$ cat src/rtl/uart_mmio_pkg.sv
// Shared definitions for the UART MMIO controller: register word indices,
// STATUS/CTRL bit positions and the TX sequencer state encoding.
package uart_mmio_pkg;

  // Word index inside the peripheral window (byte offset bits [3:2])
  localparam logic [1:0] W_TXDATA = 2'd0;
  localparam logic [1:0] W_STATUS = 2'd1;
  localparam logic [1:0] W_RXDATA = 2'd2;
  localparam logic [1:0] W_CTRL   = 2'd3;

  // STATUS bit positions
  localparam int ST_RX_NE      = 0;
  localparam int ST_TX_FULL    = 1;
  localparam int ST_TX_IDLE    = 2;
  localparam int ST_RX_OVF     = 3;
  localparam int ST_TX_OVF     = 4;
  localparam int ST_RX_CNT_LSB = 8;

  // CTRL bit positions
  localparam int CT_RX_IRQ_EN  = 0;
  localparam int CT_TX_IRQ_EN  = 1;
  localparam int CT_CLR_RX_OVF = 8;
  localparam int CT_CLR_TX_OVF = 9;

  typedef enum logic [1:0] {
    TX_IDLE      = 2'd0,
    TX_START     = 2'd1,
    TX_WAIT_BUSY = 2'd2,
    TX_WAIT_DONE = 2'd3
  } tx_state_e;

endpackage

$ cat src/rtl/uart_mmio_ctrl_fifo.sv
// Synchronous byte FIFO. A pop on an empty FIFO is ignored; a push while full
// is accepted only when a pop frees a slot in the same cycle.
module sync_fifo_8 #(
  parameter int DEPTH = 4,
  localparam int AW = $clog2(DEPTH),
  localparam int CW = AW + 1
) (
  input  logic          clk,
  input  logic          rst,
  input  logic          push_i,
  input  logic [7:0]    din_i,
  input  logic          pop_i,
  output logic [7:0]    dout_o,
  output logic          full_o,
  output logic          empty_o,
  output logic [CW-1:0] count_o
);

  logic [7:0]    mem_q [DEPTH];
  logic [AW-1:0] wr_ptr_q, rd_ptr_q;
  logic [CW-1:0] cnt_q;
  logic          do_push, do_pop;

  assign empty_o = (cnt_q == '0);
  assign full_o  = (cnt_q == CW'(DEPTH));
  assign count_o = cnt_q;
  assign dout_o  = mem_q[rd_ptr_q];
  assign do_pop  = pop_i && !empty_o;
  assign do_push = push_i && (!full_o || do_pop);

  // Storage array: data only, no reset needed (guarded by count)
  always_ff @(posedge clk) begin
    if (do_push) mem_q[wr_ptr_q] <= din_i;
  end

  // Pointers and occupancy; pointers wrap naturally at DEPTH
  always_ff @(posedge clk or negedge rst) begin
    if (!rst) begin
      wr_ptr_q <= '0;
      rd_ptr_q <= '0;
      cnt_q    <= '0;
    end else begin
      if (do_push) wr_ptr_q <= wr_ptr_q + AW'(1);
      if (do_pop)  rd_ptr_q <= rd_ptr_q + AW'(1);
      case ({do_push, do_pop})
        2'b10:   cnt_q <= cnt_q + CW'(1);
        2'b01:   cnt_q <= cnt_q - CW'(1);
        default: cnt_q <= cnt_q;
      endcase
    end
  end

endmodule

$ cat src/rtl/uart_mmio_ctrl.sv
// Memory-mapped UART controller: TX/RX byte FIFOs, a TX start/busy sequencer,
// STATUS/CTRL registers and a registered level interrupt.
module uart_mmio_ctrl
  import uart_mmio_pkg::*;
#(
  parameter int FIFO_DEPTH = 4,
  parameter int DATA_W     = 32,
  parameter int ADDR_W     = 4
) (
  input  logic              clk,
  input  logic              rst,
  input  logic              bus_sel,
  input  logic              bus_we,
  input  logic              bus_re,
  input  logic [ADDR_W-1:0] bus_addr,
  input  logic [DATA_W-1:0] bus_wdata,
  output logic [DATA_W-1:0] bus_rdata,
  output logic              tx_start,
  output logic [7:0]        tx_byte,
  input  logic              tx_busy,
  input  logic              rx_valid,
  input  logic [7:0]        rx_byte,
  output logic              irq
);

  localparam int CW = $clog2(FIFO_DEPTH) + 1;

  tx_state_e     state_q, state_d;
  logic [7:0]    tx_byte_q;
  logic [1:0]    ctrl_q;
  logic          rx_ovf_q, rx_ovf_d, tx_ovf_q, tx_ovf_d;
  logic          irq_q;

  logic          addr_hit;
  logic [1:0]    word;
  logic          wr, rd;
  logic          tx_push, tx_pop, tx_full, tx_empty;
  logic          rx_pop, rx_full, rx_empty;
  logic [7:0]    tx_head, rx_head;
  logic [CW-1:0] tx_count, rx_count;
  logic          tx_idle;
  logic          ctrl_wr;
  logic          unused_wdata;

  // Upper offset bits beyond the 16-byte window make the access unmapped
  assign addr_hit = ((bus_addr >> 4) == '0);
  assign word     = bus_addr[3:2];
  assign wr       = bus_sel && bus_we && addr_hit;
  assign rd       = bus_sel && bus_re && addr_hit;
  assign tx_push  = wr && (word == W_TXDATA);
  assign ctrl_wr  = wr && (word == W_CTRL);
  assign rx_pop   = rd && (word == W_RXDATA) && !rx_empty;
  assign tx_idle  = tx_empty && (state_q == TX_IDLE);

  assign unused_wdata = ^{bus_wdata[DATA_W-1:10], tx_count};

  sync_fifo_8 #(.DEPTH(FIFO_DEPTH)) u_tx_fifo (
    .clk     (clk),
    .rst     (rst),
    .push_i  (tx_push),
    .din_i   (bus_wdata[7:0]),
    .pop_i   (tx_pop),
    .dout_o  (tx_head),
    .full_o  (tx_full),
    .empty_o (tx_empty),
    .count_o (tx_count)
  );

  sync_fifo_8 #(.DEPTH(FIFO_DEPTH)) u_rx_fifo (
    .clk     (clk),
    .rst     (rst),
    .push_i  (rx_valid),
    .din_i   (rx_byte),
    .pop_i   (rx_pop),
    .dout_o  (rx_head),
    .full_o  (rx_full),
    .empty_o (rx_empty),
    .count_o (rx_count)
  );

  // TX sequencer next state: one byte per start/busy handshake
  always_comb begin
    state_d = state_q;
    tx_pop  = 1'b0;
    case (state_q)
      TX_IDLE: begin
        if (!tx_empty) begin
          tx_pop  = 1'b1;
          state_d = TX_START;
        end
      end
      TX_START:     state_d = TX_WAIT_BUSY;
      TX_WAIT_BUSY: if (tx_busy)  state_d = TX_WAIT_DONE;
      TX_WAIT_DONE: if (!tx_busy) state_d = TX_IDLE;
      default:      state_d = TX_IDLE;
    endcase
  end

  // Sticky overflow flags; a set in the same cycle as a clear wins
  always_comb begin
    rx_ovf_d = rx_ovf_q;
    tx_ovf_d = tx_ovf_q;
    if (ctrl_wr && bus_wdata[CT_CLR_RX_OVF]) rx_ovf_d = 1'b0;
    if (ctrl_wr && bus_wdata[CT_CLR_TX_OVF]) tx_ovf_d = 1'b0;
    if (rx_valid && rx_full && !rx_pop)      rx_ovf_d = 1'b1;
    if (tx_push && tx_full && !tx_pop)       tx_ovf_d = 1'b1;
  end

  // Sequencer state, latched TX byte, CTRL, flags and registered irq
  always_ff @(posedge clk or negedge rst) begin
    if (!rst) begin
      state_q   <= TX_IDLE;
      tx_byte_q <= 8'h00;
      ctrl_q    <= 2'b00;
      rx_ovf_q  <= 1'b0;
      tx_ovf_q  <= 1'b0;
      irq_q     <= 1'b0;
    end else begin
      state_q  <= state_d;
      rx_ovf_q <= rx_ovf_d;
      tx_ovf_q <= tx_ovf_d;
      if (tx_pop)  tx_byte_q <= tx_head;
      if (ctrl_wr) ctrl_q    <= bus_wdata[1:0];
      irq_q <= (ctrl_q[CT_RX_IRQ_EN] && !rx_empty) ||
               (ctrl_q[CT_TX_IRQ_EN] && tx_idle)   ||
               rx_ovf_q || tx_ovf_q;
    end
  end

  assign tx_start = (state_q == TX_START);
  assign tx_byte  = tx_byte_q;
  assign irq      = irq_q;

  // Combinational read mux; unmapped and write-only words read 0
  always_comb begin
    bus_rdata = '0;
    if (rd) begin
      case (word)
        W_STATUS: begin
          bus_rdata[ST_RX_NE]            = !rx_empty;
          bus_rdata[ST_TX_FULL]          = tx_full;
          bus_rdata[ST_TX_IDLE]          = tx_idle;
          bus_rdata[ST_RX_OVF]           = rx_ovf_q;
          bus_rdata[ST_TX_OVF]           = tx_ovf_q;
          bus_rdata[ST_RX_CNT_LSB +: CW] = rx_count;
        end
        W_RXDATA: if (!rx_empty) bus_rdata[7:0] = rx_head;
        W_CTRL:   bus_rdata[1:0] = ctrl_q;
        default:  bus_rdata = '0;
      endcase
    end
  end

endmodule

$ cat config.mk
export PLATFORM = sky130hd
export DESIGN_NAME = uart_mmio_ctrl
export DESIGN_NICKNAME = d
export VERILOG_FILES = /design/src/rtl/uart_mmio_pkg.sv /design/src/rtl/uart_mmio_ctrl_fifo.sv /design/src/rtl/uart_mmio_ctrl.sv
export SDC_FILE = /design/constraint.sdc
export NUM_CORES = 1
export LEC_CHECK = 0
export CORE_ASPECT_RATIO = 1.75
export CORE_MARGIN = 2
export CORE_UTILIZATION = 30
export DETAILED_ROUTE_END_ITERATION = 10
export HOLD_SLACK_MARGIN = 0.02
export SYNTH_ARGS = -nofsm -noshare
export SYNTH_HDL_FRONTEND = slang
export SYNTH_SLANG_ARGS = --single-unit
$ cat constraint.sdc
create_clock -name clk -period 2.6 [get_ports clk]
set_input_delay 0.52 -clock clk [delete_from_list [all_inputs] [get_ports clk]]
set_output_delay 0.52 -clock clk [all_outputs]
set_load 0.03 [all_outputs]
==> run metrics, run 1 <==
Worst VDD drop 0.423 mV; n_diodes 0; clk_skew 0.00735 ns; CP endpoint kind primary output; count of buffers from port buffering 47; asr flop ratio synth 31.2%; non-filler cells in the finished layout 548; Vias per Instance 4.43; starting density of the core 30.6%; core box area 13800 um2; Tot GR Track Use 11.7%; CTS root buffer clkbuf_16; Synth Register Bits 93; hold depth 2; Pleak 2.15 nW; fin area 5380 um2; crit share post-route 95.3%; startpoint class of the critical path flop; Initial DRC Count 72; dpl cell area 5030 um2; Pins Over Slew Limit 0; vias 2428; HPWL after DPL 6.09 mm; WP data required 2.08 ns; worst endpoint data arrival time 1.96 ns; DIE HEIGHT 161 um; HP Class reg -> reg; unrepaired setup endpoints after global routing false; Total Die Area 15100 um2; first drt pass iteration count 4; total power 0.00557 W; Slew HR 60.6%; Power per Cell Area 1040 nW/um2; Synth Flop Type edfxtp_1; clock sink count 93; slew of the pin with the lowest slew margin 0.591 ns; Seq/Total Area, Yosys 62.5%; I/O pins 93; number of flops mapped to enable cells by yosys 64; wire per inst 14.9 um; CP max-delay cell dfrtp_1; crit path time final 2.48 ns; Clock transition at path regs 0.07 ns; Area growth syn-to-layout 27.1%; Routed Antenna Nets 0; layout cells sized above 1 24.0%; Total Nets Final 439; commonest non-fill, non-tap cells in the layout 64 x edfxtp_1, 36 x buf_4, 34 x clkdlybuf4s50_1, 32 x nand2_1, 29 x dfrtp_1; latest clock arrival within the worst-skew pair 0.35 ns; antenna violations before repair 0; Unique masters post-synth 38; Yosys Warn Count 0; vias in the first global route 2643; chip width 93.8 um; Crit Path Class reg -> out; CTS tree built; CP max stage delay 0.40 ns; critical path's most frequent cell buf_4; dpl cells 530; H-tree depth 3; largest net degree at the start of global routing 30; Fin. Hold Viols 0; r2r worst-path depth 11; Routed WL 8.18 mm; CTS Buffer Depth 2; Synth Instances 287; # DRC 0; CTS hold repair buffers 0; Netlist Area Pre-Place 4240 um2; syn avg cell area 14.8 um2; CP Max Fanout 4; crit-path cells inv_1 > ha_2 > buf_4 > nor4b_1 > buf_4 > a22oi_1 > nor2_1 > buf_4; routability-driven placement congestion ratio 0.750; FILL cells 1326; highest clock rate 403 MHz; most common cell after layout, fill and taps aside edfxtp_1; grt ovf 0; first-pass GRT wire length 13.2 mm; max cap viols 0; status finished, final reports clean; final setup vio count 0; Site Rows 57; TritonCTS Buffers 9
==> sequential cells by signal, indices dropped and copies added (netlist names) <==
register,cells
u_rx_fifo.rd_ptr_q,2
u_tx_fifo.rd_ptr_q,2
ctrl_q,2
u_rx_fifo.mem_q,32
tx_byte,8
u_tx_fifo.mem_q,32
u_rx_fifo.wr_ptr_q,2
u_tx_fifo.count_o,3
irq,1
state_q,2
u_tx_fifo.wr_ptr_q,2
tx_ovf_q,1
rx_ovf_q,1
u_rx_fifo.count_o,3
==> critical path: cells and delay by family (launching register included) <==
kind,cells,cell delay [ns]
AOI/OAI and AO/OA,1,0.06
adders and majority gates,1,0.19
buffers and inverters,4,0.59
DFF,1,0.40
and+or+nand+nor,2,0.36
==> cells by family after synthesis <==
logic type / share of synthesized area [%]
compound gates: 3.01
xor+xnor: 2.48
fa+ha+maj: 6.85
buf+inv: 6.50
flops: 62.5
mux: 9.93
other cells: 0.0885
simple gates: 8.63
==> metrics by stage <==
step	TNS, ns	hold slack [ns]	setup WS (ns)	utilization [%]
global route	0	0.513	0.0115	38.9
global placement	-0.493	0.459	-0.112	36.4
finish	0	0.474	0.121	38.9
detailed placement	-0.402	0.462	-0.105	36.4
floorplan	0	0.224	0.170	-
CTS	0	0.478	0.0703	38.8
==> synthesized netlist by cell type (all sizes together), types with 3 or more instances <==
| cell | n | area share, % |
|---|---|---|
| a22oi | 4 | 0.71 |
| and2 | 9 | 1.4 |
| and3 | 6 | 0.89 |
| buf | 24 | 4.3 |
| clkbuf | 4 | 0.35 |
| dfrtp | 29 | 17 |
| edfxtp | 64 | 45 |
| ha | 20 | 5.9 |
| inv | 21 | 1.9 |
| mux2 | 5 | 1.4 |
| mux4 | 16 | 8.5 |
| nand2 | 32 | 2.8 |
| nand3 | 6 | 0.71 |
| nor2 | 7 | 0.62 |
| nor3 | 3 | 0.35 |
| o21ai | 6 | 0.71 |
| xnor2 | 8 | 1.7 |
| xor2 | 4 | 0.83 |
==> worst paths after layout <==
check | from | to | slack, ns
hold / removal | tx_byte[3] | tx_byte[3] | 0.47
min in group asynchronous | rst | tx_byte[7] | 0.58
hold reg to reg | tx_byte[3] | tx_byte[3] | 0.47
setup reg to reg | state_q[1] | u_tx_fifo.count_o[2] | 0.16
setup / recovery | state_q[1] | bus_rdata[2] | 0.12
max in group asynchronous | rst | u_tx_fifo.count_o[1] | 1.72
==> power breakdown <==
part | switching (W) | total, W | internal (W)
combinational | 0.000929 | 0.00191 | 0.000977
clock | 0.000582 | 0.00144 | 0.000856
sequential | 0.000295 | 0.00223 | 0.00193
==> layout make-up <==
cell class	count	area, um2	share of cell area [%]
flip-flops and latches	93	2650	49.2
multi-input cells	165	1400	26.0
repair buffers	76	708	13.2
clock buffers	9	225	4.18
well taps	177	221	4.11
clock inverters	7	104	1.93
inverters	21	78.8	1.46
==> per-layer routing <==
| layer | track usage [%] | vias up | routed length (um) |
|---|---|---|---|
| li1 | - | 1146 | - |
| met1 | 13.0 | 1196 | 3200 |
| met2 | 20.9 | 75 | 4430 |
| met3 | 2.29 | 11 | 372 |
| met4 | 5.67 | 0 | 179 |
| met5 | 0 | - | 0 |
==> what timing repair did <==
item	4_1_cts	5_1_grt
resized for setup	4	3
cloned	0	0
endpoints found under the setup margin	5	2
pin swaps	2	1
hold endpoints to repair	0	0
setup buffers	2	1
No activity file was read; power rests on OpenSTA's default activity.
==> inputs of run 2 (changes only) <==
- MAX_ROUTING_LAYER: unset -> met4
==> run 2 against run 1 <==
Utilization stayed put. Count of clock-buffer cells in the layout unchanged. Die area stayed put. Critical path depth unchanged. Power barely moved. Sequential power about the same. First-iteration DRC count down 2.8%. Sequential share of layout area is the same. Setup slack improved by 0.0034 ns. Register-to-register slack about the same. Maximum frequency rose by 0.14%. Critical path type unchanged. Largest cell class unchanged. Largest power group unchanged. Highest routed layer unchanged.
==> run metrics, run 2 (synthesized netlist as in run 1, its figures left out) <==
WP data required 2.08 ns (about the same); Routed Antenna Nets 0 (unchanged); TritonCTS Buffers 9 (unchanged); starting density of the core 30.6% (unchanged); Crit Path Class reg -> out (unchanged); Reg power frac 40.0% (about the same); Total Die Area 15100 um2 (unchanged); vias 2423 (was 2428); count of buffers from port buffering 47 (unchanged); CTS root buffer clkbuf_16 (unchanged); vias in the first global route 2646 (was 2643); core box area 13800 um2 (unchanged); Fin Setup TNS 0 ns (unchanged); Worst VDD drop 0.421 mV (was 0.423 mV); clock sink count 93 (unchanged); HP Class reg -> reg (unchanged); chip width 93.8 um (unchanged); dpl cells 530 (unchanged); highest clock rate 404 MHz (was 403 MHz); CTS Buffer Depth 2 (unchanged); Final WS setup 0.125 ns (was 0.121 ns); Power per Cell Area 1030 nW/um2 (was 1040 nW/um2); cell internal pwr 0.00377 W (unchanged); commonest non-fill, non-tap cells in the layout 64 x edfxtp_1, 36 x buf_4, 34 x clkdlybuf4s50_1, 32 x nand2_1, 29 x dfrtp_1 (unchanged); Vias per Instance 4.42 (was 4.43); # DRC 0 (unchanged); non-filler cells in the finished layout 548 (unchanged); n_diodes 0 (unchanged); CTS hold repair buffers 0 (unchanged); Clock power frac 25.8% (about the same); Slew HR 61.1% (was 60.6%); crit path time final 2.48 ns (about the same); Pleak 2.15 nW (unchanged); HPWL after DPL 6.09 mm (unchanged); grt ovf 0 (unchanged); wire per inst 14.9 um (about the same); most common cell after layout, fill and taps aside edfxtp_1 (unchanged); CTS tree built (unchanged); CP max-delay cell dfrtp_1 (unchanged); CP endpoint kind primary output (unchanged); unrepaired setup endpoints after global routing false (unchanged); Initial DRC Count 70 (was 72); layout cells sized above 1 24.0% (unchanged); crit share post-route 95.2% (was 95.3%); Routed WL 8.16 mm (was 8.18 mm); Tot GR Track Use 12.0% (was 11.7%); clk_skew 0.00719 ns (was 0.00735 ns); Pins Over Slew Limit 0 (unchanged); routability-driven placement congestion ratio 0.759 (was 0.750); antenna violations before repair 0 (unchanged); Total Nets Final 439 (unchanged); total power 0.00557 W (about the same); Area growth syn-to-layout 27.1% (unchanged); final setup vio count 0 (unchanged); CP max stage delay 0.40 ns (about the same); status finished, final reports clean (unchanged); slew of the pin with the lowest slew margin 0.583 ns (was 0.591 ns); startpoint class of the critical path flop (unchanged); CP Max Fanout 4 (unchanged); largest net degree at the start of global routing 30 (unchanged); Post-Place Worst Slack -0.105 ns (unchanged); crit-path cells inv_1 > ha_2 > buf_4 > nor4b_1 > buf_4 > a22oi_1 > nor2_1 > buf_4 (unchanged); first-pass GRT wire length 13.2 mm (about the same); critical path's most frequent cell buf_4 (unchanged); Site Rows 57 (unchanged); sw frac 32.3% (was 32.4%); max cap viols 0 (unchanged); NetSw 0.00180 W (was 0.00181 W); first drt pass iteration count 4 (unchanged); Clock transition at path regs 0.07 ns (about the same); Fin. Hold Viols 0 (unchanged); H-tree depth 3 (unchanged); I/O pins 93 (unchanged); latest clock arrival within the worst-skew pair 0.34 ns (was 0.35 ns); Logic pwr share 34.2% (about the same); worst endpoint data arrival time 1.96 ns (about the same); DIE HEIGHT 161 um (unchanged)
-- run 2: critical path: cells and delay by family, from the launching register on --
family	cells	cell delay, ns
compound gates	1	0.06
fa+ha+maj	1	0.19
buf+inv	4	0.59
flops	1	0.40
simple gates	2	0.36
-- run 2: worst paths after layout --
check | from | end | slack (ns) | cells past startpoint
setup / recovery | state_q[1] | bus_rdata[2] | 0.12 | 8
hold / removal | tx_byte[3] | tx_byte[3] | 0.47 | 2
setup reg to reg | state_q[1] | u_tx_fifo.count_o[2] | 0.16 | 11
hold reg to reg | tx_byte[3] | tx_byte[3] | 0.47 | 2
max in group asynchronous | rst | u_rx_fifo.count_o[0] | 1.72 | 2
min in group asynchronous | rst | tx_byte[7] | 0.58 | 2
-- run 2: final cells by class --
class | instances | area, um2
Multi-Input combinational cell | 165 | 1400
Tap cell | 177 | 221
Clock inverter | 7 | 104
Fill cell | 1326 | 8450
Timing Repair Buffer | 76 | 708
Clock buffer | 9 | 225
Sequential cell | 93 | 2650
Inverter | 21 | 78.8
-- run 2: repair_timing --
item / in CTS / in global routing
resized for setup: 4 / 3
endpoints found under the setup margin: 5 / 2
pin swaps: 2 / 1
setup buffers: 2 / 1
-- run 2: metrics by stage --
stage               hold slack, ns  instance area (um2)  util, %
floorplan                    0.224                 4310        -
global placement             0.459                 5030     36.4
detailed placement           0.462                 5030     36.4
CTS                          0.478                 5370     38.8
global route                 0.513                 5380     38.9
finish                       0.474                 5380     38.9
-- run 2: power by group through the flow --
| stage | Combinational (W) | Sequential, W | Clock [W] |
|---|---|---|---|
| final | 0.00191 | 0.00223 | 0.00143 |
| after global routing | 0.00211 | 0.00229 | 0.00153 |
| after CTS | 0.00192 | 0.00225 | 0.00147 |
| after detailed placement | 0.00191 | 0.00228 | 0 |
| after global placement | 0.00185 | 0.00225 | 0 |
| after floorplan | 0.00123 | 0.00225 | 0 |
-- run 2: routing by layer --
metal  routed length, um  track usage [%]  vias to the layer above
li1                    -                -                     1145
met5                   0                -                        -
met3                 353             2.05                       13
met4                 163             5.67                        0
met2                4440             21.0                       77
met1                3210             13.1                     1188
==> inputs of run 3 (changes only) <==
- CORE_ASPECT_RATIO: 1.75 -> 0.9
==> run 3 against run 2 <==
Global-route usage shrank 0.50 points. Via count is 0.12% higher. Clock power is 4% lower. Worst hold slack better by 0.0038 ns. Register-to-register slack hardly changed. Utilization shrank 0.11 points. Non-clock buffer count shrank 2.
==> run metrics, run 3 (synthesized netlist as in run 1, its figures left out) <==
status finished, final reports clean (unchanged); count of buffers from port buffering 47 (unchanged); Power per Cell Area 1020 nW/um2 (was 1030 nW/um2); Final WS setup 0.119 ns (was 0.125 ns); cell internal pwr 0.00370 W (was 0.00377 W); largest net degree at the start of global routing 30 (unchanged); Clock transition at path regs 0.07 ns (about the same); max cap viols 0 (unchanged); unrepaired setup endpoints after global routing false (unchanged); WP data required 2.08 ns (about the same); Pleak 2.16 nW (was 2.15 nW); CP bufs+invs 1 (was 4); Reg power frac 41.6% (was 40.0%); most common cell after layout, fill and taps aside edfxtp_1 (unchanged); grt ovf 0 (unchanged); NetSw 0.00178 W (was 0.00180 W); vias in the first global route 2416 (was 2646); Crit Path Class reg -> out (unchanged); first-pass GRT wire length 12.6 mm (was 13.2 mm); CTS root buffer clkbuf_16 (unchanged); Post-Route Utilization 38.8% (was 38.9%); Site Rows 41 (was 57); Vias per Instance 4.32 (was 4.42); # DRC 0 (unchanged); Area growth syn-to-layout 27.4% (was 27.1%); first drt pass iteration count 4 (unchanged); CP delay by family, top multiplexers (was buffers and inverters); TritonCTS Buffers 9 (unchanged); n_diodes 0 (unchanged); CP endpoint kind primary output (unchanged); Worst VDD drop 0.335 mV (was 0.421 mV); CP max stage delay 0.53 ns (was 0.40 ns); starting density of the core 30.5% (was 30.6%); slew of the pin with the lowest slew margin 0.610 ns (was 0.583 ns); vias 2426 (was 2423); I/O pins 93 (unchanged); commonest non-fill, non-tap cells in the layout 64 x edfxtp_1, 34 x clkdlybuf4s50_1, 34 x buf_4, 32 x nand2_1, 27 x dfrtp_1 (was 64 x edfxtp_1, 36 x buf_4, 34 x clkdlybuf4s50_1, 32 x nand2_1, 29 x dfrtp_1); Pins Over Slew Limit 0 (unchanged); Initial DRC Count 96 (was 70); core box area 13900 um2 (was 13800 um2); HPWL after DPL 5.71 mm (was 6.09 mm); FILL cells 1269 (was 1326); highest clock rate 403 MHz (was 404 MHz); clock sink count 93 (unchanged); CTS hold repair buffers 0 (unchanged); crit share post-route 95.4% (was 95.2%); crit-path cells mux4_2 > a222oi_1 > nor3_2 > buf_4 (was inv_1 > ha_2 > buf_4 > nor4b_1 > buf_4 > a22oi_1 > nor2_1 > buf_4); worst endpoint data arrival time 1.96 ns (about the same); chip width 129 um (was 93.8 um); Tot GR Track Use 11.5% (was 12.0%); crit path time final 2.48 ns (about the same); CP Max Fanout 6 (was 4); CP max-delay cell mux4_2 (was dfrtp_1); Slew HR 59.4% (was 61.1%); Routed Antenna Nets 0 (unchanged); Fin. Hold Viols 0 (unchanged); layout cells sized above 1 24.4% (was 24.0%); Total Die Area 15100 um2 (about the same); Routed WL 8.02 mm (was 8.16 mm); final setup vio count 0 (unchanged); latest clock arrival within the worst-skew pair 0.34 ns (about the same); Clock power frac 24.9% (was 25.8%); wire per inst 14.3 um (was 14.9 um); sw frac 32.5% (was 32.3%); Post-Place Worst Slack -0.193 ns (was -0.105 ns); routability-driven placement congestion ratio 0.790 (was 0.759); CTS tree built (unchanged); Total Nets Final 437 (was 439); antenna violations before repair 0 (unchanged); CTS Buffer Depth 2 (unchanged); H-tree depth 3 (unchanged); Logic pwr share 33.4% (was 34.2%); HP Class reg -> reg (unchanged); clk_skew 0.00808 ns (was 0.00719 ns); startpoint class of the critical path flop (unchanged); DIE HEIGHT 117 um (was 161 um)
run 3: changes by cell type in the layout (fill, tap and decap cells not counted), sizes merged:
cell | previous run | this run
clkinv | 0 | 2
bufinv | 2 | 0
clkinvlp | 2 | 1
clkbuf | 9 | 13
buf | 40 | 38
inv | 24 | 21
dlymetal6s2s | 0 | 1
dlygate4sd2 | 2 | 1
run 3: power by group through the flow:
| stage | registers [W] | logic [W] | clock network [W] |
|---|---|---|---|
| 6_report | 0.00228 | 0.00183 | 0.00137 |
| 3_3_place_gp | 0.00230 | 0.00174 | 0 |
| 4_1_cts | 0.00229 | 0.00180 | 0.00138 |
| 5_1_grt | 0.00234 | 0.00204 | 0.00144 |
| 3_5_place_dp | 0.00231 | 0.00179 | 0 |
| 2_1_floorplan | 0.00225 | 0.00123 | 0 |
run 3: cell type report:
cell class,count,area (um2),area share [%]
multi-input cells,165,1410,26.1
clock buffers,13,304,5.64
clock inverters,3,21.3,0.394
repair buffers,74,688,12.8
flip-flops and latches,93,2650,49.1
inverters,21,78.8,1.46
well taps,193,241,4.48
run 3: per-stage QoR:
stage / setup TNS (ns) / area [um2] / total power, W / hold WS (ns) / cells
after detailed placement: -0.449 / 5000 / 0.00410 / 0.467 / 541
final: 0 / 5390 / 0.00548 / 0.478 / 562
after global placement: -0.281 / 5000 / 0.00403 / 0.459 / 541
after floorplan: 0 / 4310 / 0.00348 / 0.224 / 307
after CTS: 0 / 5340 / 0.00547 / 0.483 / 558
after global routing: 0 / 5390 / 0.00581 / 0.499 / 562
run 3: tightest hold or removal path: cells and delay by family, from the launching register on:
kind	cells	cell delay [ns]
DFF	1	0.34
and+or+nand+nor	2	0.11
run 3: path summary, 6_finish.rpt:
kind,from,cells after the start,slack (ns),endpoint
max in group asynchronous,rst,2,1.71,u_rx_fifo.rd_ptr_q[1]
hold reg to reg,tx_byte[3],2,0.48,tx_byte[3]
setup / recovery,u_rx_fifo.rd_ptr_q[0],4,0.12,bus_rdata[1]
hold / removal,tx_byte[3],2,0.48,tx_byte[3]
min in group asynchronous,rst,2,0.56,tx_byte[7]
setup reg to reg,state_q[1],11,0.16,u_tx_fifo.count_o[2]
run 3: per-layer routing:
layer / vias to the layer above / track usage, % / share of wire [%]
met5: - / - / 0
met2: 63 / 19.4 / 51
met4: 0 / 4.35 / 1.6
met3: 12 / 2.38 / 3.0
met1: 1211 / 13.7 / 45
li1: 1140 / - / -
run 3: repair_timing:
action | CTS | global route
setup endpoints to repair | 5 | 9
cloned | 0 | 0
resized for setup | 5 | 7
pin swaps | 1 | 2
setup buffers | 1 | 4
